<file path="src/rtl/trail_emitter_if.sv">
// Bundle between game logic and the trail pool.
// Frame control flows in; the slot table flows out to the renderer.
interface trail_emitter_if #(
   parameter int N_SLOTS = 41,
   parameter int LIFE_W  = 4
);
   logic                              frame_tick;
   logic                              enable;
   logic                              clear;
   logic [8:0]                        player_y;
   logic [N_SLOTS-1:0][9:0]           trail_x;
   logic [N_SLOTS-1:0][8:0]           trail_y;
   logic [N_SLOTS-1:0][LIFE_W-1:0]    trail_life;
   logic                              busy;
   logic                              overrun;

   modport master (
      output frame_tick, enable, clear, player_y,
      input  trail_x, trail_y, trail_life, busy, overrun
   );

   modport slave (
      input  frame_tick, enable, clear, player_y,
      output trail_x, trail_y, trail_life, busy, overrun
   );
endinterface

</file>
<file path="src/rtl/trail_emitter.sv">
// Particle-trail pool: per-frame burst spawn into a ring of slots,
// followed by a single parallel ageing/drift pass.
module trail_emitter #(
   parameter int N_SLOTS         = 41,
   parameter int SPAWN_PER_FRAME = 5,
   parameter int LIFE_MAX        = 10,
   parameter int LIFE_W          = 4,
   parameter int PLAYER_X        = 200,
   parameter int PLAYER_SIZE     = 40,
   parameter int X_OFFSET        = 5,
   parameter int SPREAD          = 8,
   parameter int DRIFT           = 0,
   parameter int Y_MAX           = 479
) (
   input logic              clk,
   input logic              rst_n,
   trail_emitter_if.slave   bus
);

   localparam int PW = (N_SLOTS > 1) ? $clog2(N_SLOTS) : 1;
   localparam int IW = (SPAWN_PER_FRAME > 1) ? $clog2(SPAWN_PER_FRAME) : 1;

   localparam logic [9:0]        SPAWN_X = 10'(PLAYER_X - X_OFFSET);
   localparam logic [9:0]        DRIFT_X = 10'(DRIFT);
   localparam logic [LIFE_W-1:0] LIFE_I  = LIFE_W'(LIFE_MAX);
   localparam logic signed [15:0] YMAX_S = 16'(Y_MAX);

   typedef enum logic [1:0] {
      IDLE,
      SPAWN,
      DECAY
   } state_t;

   state_t           state;
   state_t           state_nx;
   logic [PW-1:0]    wr_ptr;
   logic [IW-1:0]    idx;
   logic [8:0]       py_q;
   logic signed [15:0] ysum;
   logic [8:0]       spawn_y;
   logic             last_spawn;

   assign last_spawn = (idx == IW'(SPAWN_PER_FRAME - 1));

   always_ff @(posedge clk or negedge rst_n) begin
      if (!rst_n) state <= IDLE;
      else        state <= state_nx;
   end

   always_comb begin
      state_nx = state;
      if (bus.clear) begin
         state_nx = IDLE;
      end else begin
         unique case (state)
            IDLE:
               if (bus.frame_tick)
                  state_nx = bus.enable ? SPAWN : DECAY;
            SPAWN:
               if (last_spawn)
                  state_nx = DECAY;
            DECAY:
               state_nx = IDLE;
            default:
               state_nx = IDLE;
         endcase
      end
   end

   // Burst fan is centred on the sprite; the sum may go negative.
   always_comb begin
      ysum = 16'(int'(py_q) + PLAYER_SIZE / 2
                 + (int'(idx) - SPAWN_PER_FRAME / 2) * SPREAD);
      if (ysum < 0)
         spawn_y = '0;
      else if (ysum > YMAX_S)
         spawn_y = 9'(Y_MAX);
      else
         spawn_y = ysum[8:0];
   end

   assign bus.busy = (state != IDLE);

   always_ff @(posedge clk or negedge rst_n) begin
      if (!rst_n) begin
         bus.trail_x    <= '0;
         bus.trail_y    <= '0;
         bus.trail_life <= '0;
         bus.overrun    <= 1'b0;
         wr_ptr         <= '0;
         idx            <= '0;
         py_q           <= '0;
      end else if (bus.clear) begin
         bus.trail_x    <= '0;
         bus.trail_y    <= '0;
         bus.trail_life <= '0;
         bus.overrun    <= 1'b0;
         wr_ptr         <= '0;
         idx            <= '0;
      end else begin
         if (bus.frame_tick && state != IDLE)
            bus.overrun <= 1'b1;
         unique case (state)
            IDLE: begin
               if (bus.frame_tick) begin
                  py_q <= bus.player_y;
                  idx  <= '0;
               end
            end
            SPAWN: begin
               bus.trail_x[wr_ptr]    <= SPAWN_X;
               bus.trail_y[wr_ptr]    <= spawn_y;
               bus.trail_life[wr_ptr] <= LIFE_I;
               wr_ptr <= (wr_ptr == PW'(N_SLOTS - 1)) ?
                         '0 : wr_ptr + 1'b1;
               idx    <= idx + 1'b1;
            end
            DECAY: begin
               for (int s = 0; s < N_SLOTS; s++) begin
                  if (bus.trail_life[s] != '0) begin
                     if (bus.trail_x[s] >= DRIFT_X) begin
                        bus.trail_x[s]    <= bus.trail_x[s] - DRIFT_X;
                        bus.trail_life[s] <= bus.trail_life[s] - 1'b1;
                     end else begin
                        bus.trail_life[s] <= '0;
                     end
                  end
               end
            end
            default: ;
         endcase
      end
   end

endmodule
</file>
<file path="src/flat_wrapper.sv">
// flat-port wrapper written by rule: the top's interface ports become plain ports
module trail_emitter_flat 
#(
   parameter int N_SLOTS         = 41,
   parameter int SPAWN_PER_FRAME = 5,
   parameter int LIFE_MAX        = 10,
   parameter int LIFE_W          = 4,
   parameter int PLAYER_X        = 200,
   parameter int PLAYER_SIZE     = 40,
   parameter int X_OFFSET        = 5,
   parameter int SPREAD          = 8,
   parameter int DRIFT           = 0,
   parameter int Y_MAX           = 479
)
  (clk, rst_n, bus_frame_tick, bus_enable, bus_clear, bus_player_y, bus_trail_x, bus_trail_y, bus_trail_life, bus_busy, bus_overrun);
  trail_emitter_if #(.N_SLOTS(N_SLOTS), .LIFE_W(LIFE_W)) bus_i ();
  input logic clk;
  input logic rst_n;
  input wire logic [$bits(bus_i.frame_tick)-1:0] bus_frame_tick;
  input wire logic [$bits(bus_i.enable)-1:0] bus_enable;
  input wire logic [$bits(bus_i.clear)-1:0] bus_clear;
  input wire logic [$bits(bus_i.player_y)-1:0] bus_player_y;
  output wire logic [$bits(bus_i.trail_x)-1:0] bus_trail_x;
  output wire logic [$bits(bus_i.trail_y)-1:0] bus_trail_y;
  output wire logic [$bits(bus_i.trail_life)-1:0] bus_trail_life;
  output wire logic [$bits(bus_i.busy)-1:0] bus_busy;
  output wire logic [$bits(bus_i.overrun)-1:0] bus_overrun;
  assign bus_i.frame_tick = bus_frame_tick;
  assign bus_i.enable = bus_enable;
  assign bus_i.clear = bus_clear;
  assign bus_i.player_y = bus_player_y;
  assign bus_trail_x = bus_i.trail_x;
  assign bus_trail_y = bus_i.trail_y;
  assign bus_trail_life = bus_i.trail_life;
  assign bus_busy = bus_i.busy;
  assign bus_overrun = bus_i.overrun;
  trail_emitter #(.N_SLOTS(N_SLOTS), .SPAWN_PER_FRAME(SPAWN_PER_FRAME), .LIFE_MAX(LIFE_MAX), .LIFE_W(LIFE_W), .PLAYER_X(PLAYER_X), .PLAYER_SIZE(PLAYER_SIZE), .X_OFFSET(X_OFFSET), .SPREAD(SPREAD), .DRIFT(DRIFT), .Y_MAX(Y_MAX)) u_core (.clk(clk), .rst_n(rst_n), .bus(bus_i));
endmodule
</file>
<file path="config.mk">
export PLATFORM = sky130hd
export DESIGN_NAME = trail_emitter_flat
export DESIGN_NICKNAME = d
export VERILOG_FILES = /design/src/rtl/trail_emitter_if.sv /design/src/rtl/trail_emitter.sv /design/src/flat_wrapper.sv
export SDC_FILE = /design/constraint.sdc
export NUM_CORES = 2
export LEC_CHECK = 0
export ABC_AREA = 1
export CAP_MARGIN = 20
export CORE_AREA = 2 2 375 377
export DETAILED_ROUTE_END_ITERATION = 10
export DIE_AREA = 0 0 377 379
export RECOVER_POWER = 50
export SLEW_MARGIN = 20
export SYNTH_ARGS = -nofsm -noshare
export SYNTH_HDL_FRONTEND = slang
export SYNTH_SLANG_ARGS = --single-unit
</file>
<file path="constraint.sdc">
create_clock -name clk -period 2.7 [get_ports clk]
set_input_delay 0.27 -clock clk [delete_from_list [all_inputs] [get_ports clk]]
set_output_delay 0.27 -clock clk [all_outputs]
set_load 0.02 [all_outputs]
</file>
# Word level (Yosys, flattened, before mapping)
# Index checks and enable logic that the tools add are counted.
[op_classes]
add_sub_neg = 46
n_lt_le_gt_ge = 45
n_eq_ne = 47
mux = 110
bitwise = 7
n_reduce_logical = 93
[ops]
columns = ["cell", "n"]
rows = [
  ["two-way mux 410 bit", 2],
  ["two-way mux 369 bit", 2],
  [">= comparator 10 x 1 -> 1 bit, second input constant", 41],
  ["bitwise mux 369 bit", 1],
  ["two-way mux 4 bit", 83],
  ["case mux 164 bit (2 select lines)", 1],
  ["AND 246 bit", 1],
  ["NOT 246 bit", 1],
  ["two-way mux 164 bit", 1],
  ["OR 164 bit", 1],
  ["nonzero test 4 bit", 41],
  ["subtractor 4 x 1 -> 4 bit, second input constant", 41],
  ["!= test 3 x 2 -> 1 bit, second input constant", 42],
  ["AND reduction 2 bit", 43],
  ["AND 82 bit", 1],
  ["NOT 82 bit", 1],
  ["OR 82 bit", 1],
  ["demux 10 bit (select 6 bit)", 1],
  ["demux 9 bit (select 6 bit)", 1],
  ["two-way mux 9 bit", 3],
  ["demux 4 bit (select 6 bit)", 1],
  ["two-way mux 6 bit", 3],
  ["greater-than comparator 16 x 10 -> 1 bit, second input constant", 1],
  ["less-than comparator 16 x 1 -> 1 bit, second input constant", 1],
  ["24 further kinds", 33],
]
[word_totals]
reg_bits = 964
output_inout_bits = 945
elab_cells = 476

# Logic depth before layout (Yosys ltp)
[depth]
ltp_word = 8
mapped_depth = 18
mapped_depth_nobuf = 17

# Worst setup path before layout
# OpenSTA, ideal clock, no wires.
[synth_path]
path_kind = "reg-to-reg"
startpoint = "register u_core.py_q[2]"
endpoint = "register u_core.bus.trail_y[100]"
setup_ps = 118
t_arrival_ps = 2562
required_ps = 2582
slack_ps = 20
stages_incl_launch_ff = 16
n_path_buf = 1
period_less_slack_ps = 2680
cell_sequence = "dfrtp_1 -> ha_1 -> o21ai_0 -> xor2_1 -> inv_1 -> ha_1 -> or2_4 -> nand3_2 -> nand2_1 -> nand2_1 -> nand2_2 -> nor2_8 -> nand3_4 -> buf_6 -> nand3_1 -> nand2_1"
[synth_via]
elab_chain_cells = 8
word_cells_on_any_way = 9
classes_between = "add/sub: 2; order compare: 2; mux: 5"
[synth_rtl]
columns = ["element", "line_no", "text"]
rows = [
  ["start, declared", "trail_emitter.sv:38", "logic [8:0] py_q;"],
  ["start signal, assigned", "trail_emitter.sv:106", "py_q <= bus.player_y;"],
  ["adder 9 x 5 -> 10 bit (*)", "trail_emitter.sv:72", "ysum = 16'(int'(py_q) + PLAYER_SIZE / 2"],
  ["adder 11 x 7 -> 12 bit (*)", "trail_emitter.sv:73", "+ (int'(idx) - SPAWN_PER_FRAME / 2) * SPREAD);"],
  ["greater-than comparator 16 x 10 -> 1 bit", "trail_emitter.sv:76", "else if (ysum > YMAX_S)"],
  ["two-way mux 9 bit", "trail_emitter.sv:76", ""],
  ["two-way mux 9 bit (*)", "trail_emitter.sv:74", "if (ysum < 0)"],
  ["bitwise mux 369 bit (*)", "trail_emitter.sv:112", "bus.trail_y[wr_ptr] <= spawn_y;"],
  ["two-way mux 369 bit (*)", "trail_emitter.sv:103", "unique case (state)"],
  ["two-way mux 369 bit (*)", "trail_emitter.sv:93", "end else if (bus.clear) begin"],
  ["end signal, assigned by index", "trail_emitter.sv:112", ""],
  ["end, declared", "trail_emitter_if.sv:24", "output trail_x, trail_y, trail_life, busy, overrun"],
]
# Every way passes the cells marked *; elsewhere a longest branch is shown, timed or not. The select of a mux whose other input is x is not followed.
# A chain may end at the register's enable or synchronous reset.

# Final worst setup path
[layout_path]
startpoint = "register u_core.py_q[3]"
endpoint = "register u_core.bus.trail_y[296]"
# Same word-level chain as after synthesis.

==> flow_metrics.env <==
export IMPL_status="complete, but fails checks"
export IMPL_violations="capacitance limit, slew limit, setup timing"
export IMPL_relSlewSlack_pct=-44.2
export IMPL_crit_chain="ha_2 > o21ai_2 > buf_4 > xor2_1 > inv_1 > ha_4 > or2_4 > nand3_4 > nand2_2 > nand2_2 > nand2_4 > nor2_8 > buf_12 > buf_6 > nand3_4 > buf_12 > clkbuf_16 > nand3_2 > nand2_1"
export IMPL_fin_crit_ns=2.87
export IMPL_initial_core_util_pct=29.5
export IMPL_drv_cap=1
export IMPL_clockBufferDepth=3
export IMPL_cts_made_buffers=108
export IMPL_tightest_slew_ns=2.16
export IMPL_crit_fanout=8
export IMPL_die_area_mm2=0.143
export IMPL_p_int_mw=30.4
export IMPL_dp_hpwl_um=121000
export IMPL_htreeDepth=3
export IMPL_finalHoldViolCount=0
export IMPL_synthCells=4526
export IMPL_grt_pass1_wl_um=236000
export IMPL_crit_path_top_delay_cell="dfrtp_1"
export IMPL_p_sw_share_pct=37.4
export IMPL_grt_pass1_vias=34600
export IMPL_synth_sequential_area_ratio_pct=58.9
export IMPL_avgSynthCellArea_um2=9.05
export IMPL_synth_edff_count=0
export IMPL_synth_warnings=0
export IMPL_crit_family="simple AND/OR/NAND/NOR gates"
export IMPL_n_fill_cell=13600
export IMPL_cp_end_kind="flop"
export IMPL_drc_errors=0
export IMPL_clockPowerShare_pct=32.5
export IMPL_drt_iter0_drc=2839
export IMPL_routed_via_count=35600
export IMPL_max_stage_delay_ns=0.39
export IMPL_fmax_mhz=348
export IMPL_grt_overflow_total=0
export IMPL_cts_sinks=964
export IMPL_final_antenna_net_count=0
export IMPL_crit_arrival_ns=3.50
export IMPL_period_share_pct=106
export IMPL_cp_depth=19
export IMPL_grt_max_degree=127
export IMPL_ir_drop_uv=1280
export IMPL_clock_latency_ns=0.75
export IMPL_dr_pass1_iters=5
export IMPL_gp_congestion=0.860
export IMPL_num_rows=137
export IMPL_cp_start_kind="flop"
export IMPL_ys_types=49
export IMPL_wl_per_cell_um=22.2
export IMPL_combPwrFrac_pct=35.9
export IMPL_via_per_inst=4.71
export IMPL_pwr_density_cell_mw_per_mm2=825
export IMPL_port_buffers=958
export IMPL_seq_area_mm2=0.0241
export IMPL_drt_total_wl_um=168000
export IMPL_crit_type="flop to flop"
export IMPL_switching_power_mw=18.2
export IMPL_multi_input_area_mm2=0.0145
export IMPL_post_dp_cell_area_mm2=0.0539
export IMPL_dieHeight_um=379
export IMPL_final_core_util_pct=42.5
export IMPL_core_area_mm2=0.139
export IMPL_worstHoldPathCells=3
export IMPL_synth_flop_cell="dfrtp_1"
export IMPL_netlist_area_mm2=0.0410
export IMPL_syn_num_nets=4638
export IMPL_power_frac_seq_pct=31.5
export IMPL_finalNetCount=5769
export IMPL_die_width_um=377
export IMPL_p_leak_nw=28.7
export IMPL_final_setup_viol_count=343
export IMPL_synthArstFlopShare_pct=100
export IMPL_fin_skew_ns=0.0476
export IMPL_synth_seq_cells=964
export IMPL_drive_gt1_share_pct=11.8
export IMPL_r2r_worst_path_cells=19
export IMPL_path_clk_slew_ns=0.07
export IMPL_io_pins=959
export IMPL_fin_area_mm2=0.0589
export IMPL_drv_slew=55
export IMPL_syn2layout_area_growth_pct=43.9
export IMPL_cts_root_buf="clkbuf_16"
export IMPL_worst_slack_ns=-0.171
export IMPL_cts_tree="done"
export IMPL_antenna_found_initial=7
export IMPL_hold_class="input pin to flop"
export IMPL_grt_usage_pct=22.4
export IMPL_rsz0062_at_grt="yes"
export IMPL_crit_required_ns=3.33
export IMPL_path_buf_inv=6
power by group through the flow:
| stage | registers, mW | logic [mW] | clock network (mW) |
|---|---|---|---|
| finish | 15.3 | 17.5 | 15.8 |
| global route | 15.4 | 18.4 | 16.8 |
| CTS | 15.3 | 15.5 | 16.2 |
| detailed placement | 15.6 | 13.8 | 0 |
| global placement | 15.6 | 13.7 | 0 |
| floorplan | 16.0 | 6.74 | 0 |
flip-flops by register name (all words and copies together) (netlist names):
signal and flops:
u_core.bus.trail_x 410, u_core.bus.trail_y 369, u_core.bus.trail_life 164, u_core.py_q 9, u_core.wr_ptr 6, u_core.idx 3, u_core.state 2, u_core.bus.overrun 1
cell type report:
| cell class | count | area share, % |
|---|---|---|
| well taps | 1807 | 3.84 |
| clock buffers | 158 | 5.36 |
| flip-flops and latches | 964 | 40.9 |
| multi-input cells | 2821 | 24.5 |
| repair buffers | 1177 | 20.4 |
| diodes | 1 | 0.00425 |
| inverters | 585 | 3.76 |
| clock inverters | 40 | 1.12 |
cells in the mapped netlist, types with 7 or more instances:
library cell / number / area (um2)
o21ai_0: 143 / 716
nand3_4: 8 / 140
o22ai_1: 15 / 93.8
ha_1: 97 / 1210
nand3_1: 427 / 2140
a21oi_1: 180 / 901
buf_2: 71 / 355
nor2_2: 79 / 494
nand4_1: 31 / 194
o31ai_1: 12 / 90.1
buf_6: 32 / 360
dfrtp_1: 964 / 24100
buf_1: 8 / 30.0
clkbuf_1: 42 / 158
inv_1: 581 / 2180
nor2_1: 429 / 1610
a211oi_1: 11 / 82.6
nand2_1: 1218 / 4570
o211ai_1: 12 / 90.1
o21ai_2: 42 / 368
xor2_1: 45 / 394
nor3_1: 11 / 55.1
o2111ai_1: 7 / 61.3
per-stage QoR:
| step | hold WS (ns) | setup slack (ns) | cells | setup TNS [ns] | total power [mW] |
|---|---|---|---|---|---|
| after floorplan | -0.0256 | 0.0201 | 4526 | 0 | 22.7 |
| after global placement | 0.330 | -0.294 | 7321 | -61.45 | 29.3 |
| after detailed placement | 0.337 | -0.318 | 7321 | -72.02 | 29.4 |
| after CTS | 0.0721 | -0.115 | 7535 | -8.93 | 47.0 |
| after global routing | 0.143 | -0.290 | 7553 | -77.05 | 50.5 |
| final | 0.144 | -0.171 | 7553 | -22.77 | 48.6 |
layer usage:
layer  routed length [um]  track usage [%]
met1                69500             28.3
met5                   11                0
met3                12100             5.47
met2                79400             36.7
met4                 6590             9.15
worst min-delay path, stage by stage:
cell and delay [ns]:
clkdlybuf4s50_1 0.39, inv_1 0.07, o31ai_1 0.08
kinds of logic after synthesis:
family	count (synthesis)	synth area share [%]
flops	964	58.9
mux	5	0.137
simple gates	2225	23.0
compound gates	444	6.32
xor+xnor	49	1.05
buf+inv	741	7.62
fa+ha+maj	98	3.01
final timing paths:
path,startpoint,to,slack (ns)
max reg2reg,u_core.py_q[3],u_core.bus.trail_y[296],-0.17
min in group asynchronous,rst_n,u_core.bus.trail_x[262],0.72
max,u_core.py_q[3],u_core.bus.trail_y[296],-0.17
max in group asynchronous,rst_n,u_core.bus.trail_y[75],0.19
min reg2reg,u_core.bus.trail_x[390],u_core.bus.trail_x[390],0.47
min,bus_enable,u_core.state[0],0.14
what timing repair did:
item                                   in CTS  in global routing
gates cloned                                7                 11
setup endpoints to repair                 379                397
gates resized for setup                    93                 96
hold buffers                                2                  0
endpoints found under the hold margin      39                  0
pin swaps                                   8                 27
setup buffers                               8                  6
cells in the final DEF (no fill, tap or decap), types with 91 or more instances in the layout:
| cell | Yosys | final |
|---|---|---|
| a21oi_1 | 180 | 179 |
| nand2_1 | 1218 | 1199 |
| clkdlybuf4s50_1 | 0 | 791 |
| o21ai_0 | 143 | 142 |
| buf_4 | 3 | 118 |
| dfrtp_1 | 964 | 964 |
| nor2_1 | 429 | 429 |
| nand3_1 | 427 | 325 |
| nand3_2 | 1 | 94 |
| inv_1 | 581 | 577 |
| ha_1 | 97 | 91 |
| clkbuf_16 | 0 | 117 |
| dlygate4sd3_1 | 0 | 167 |
Note: power is estimated with default switching activity, not from simulation.
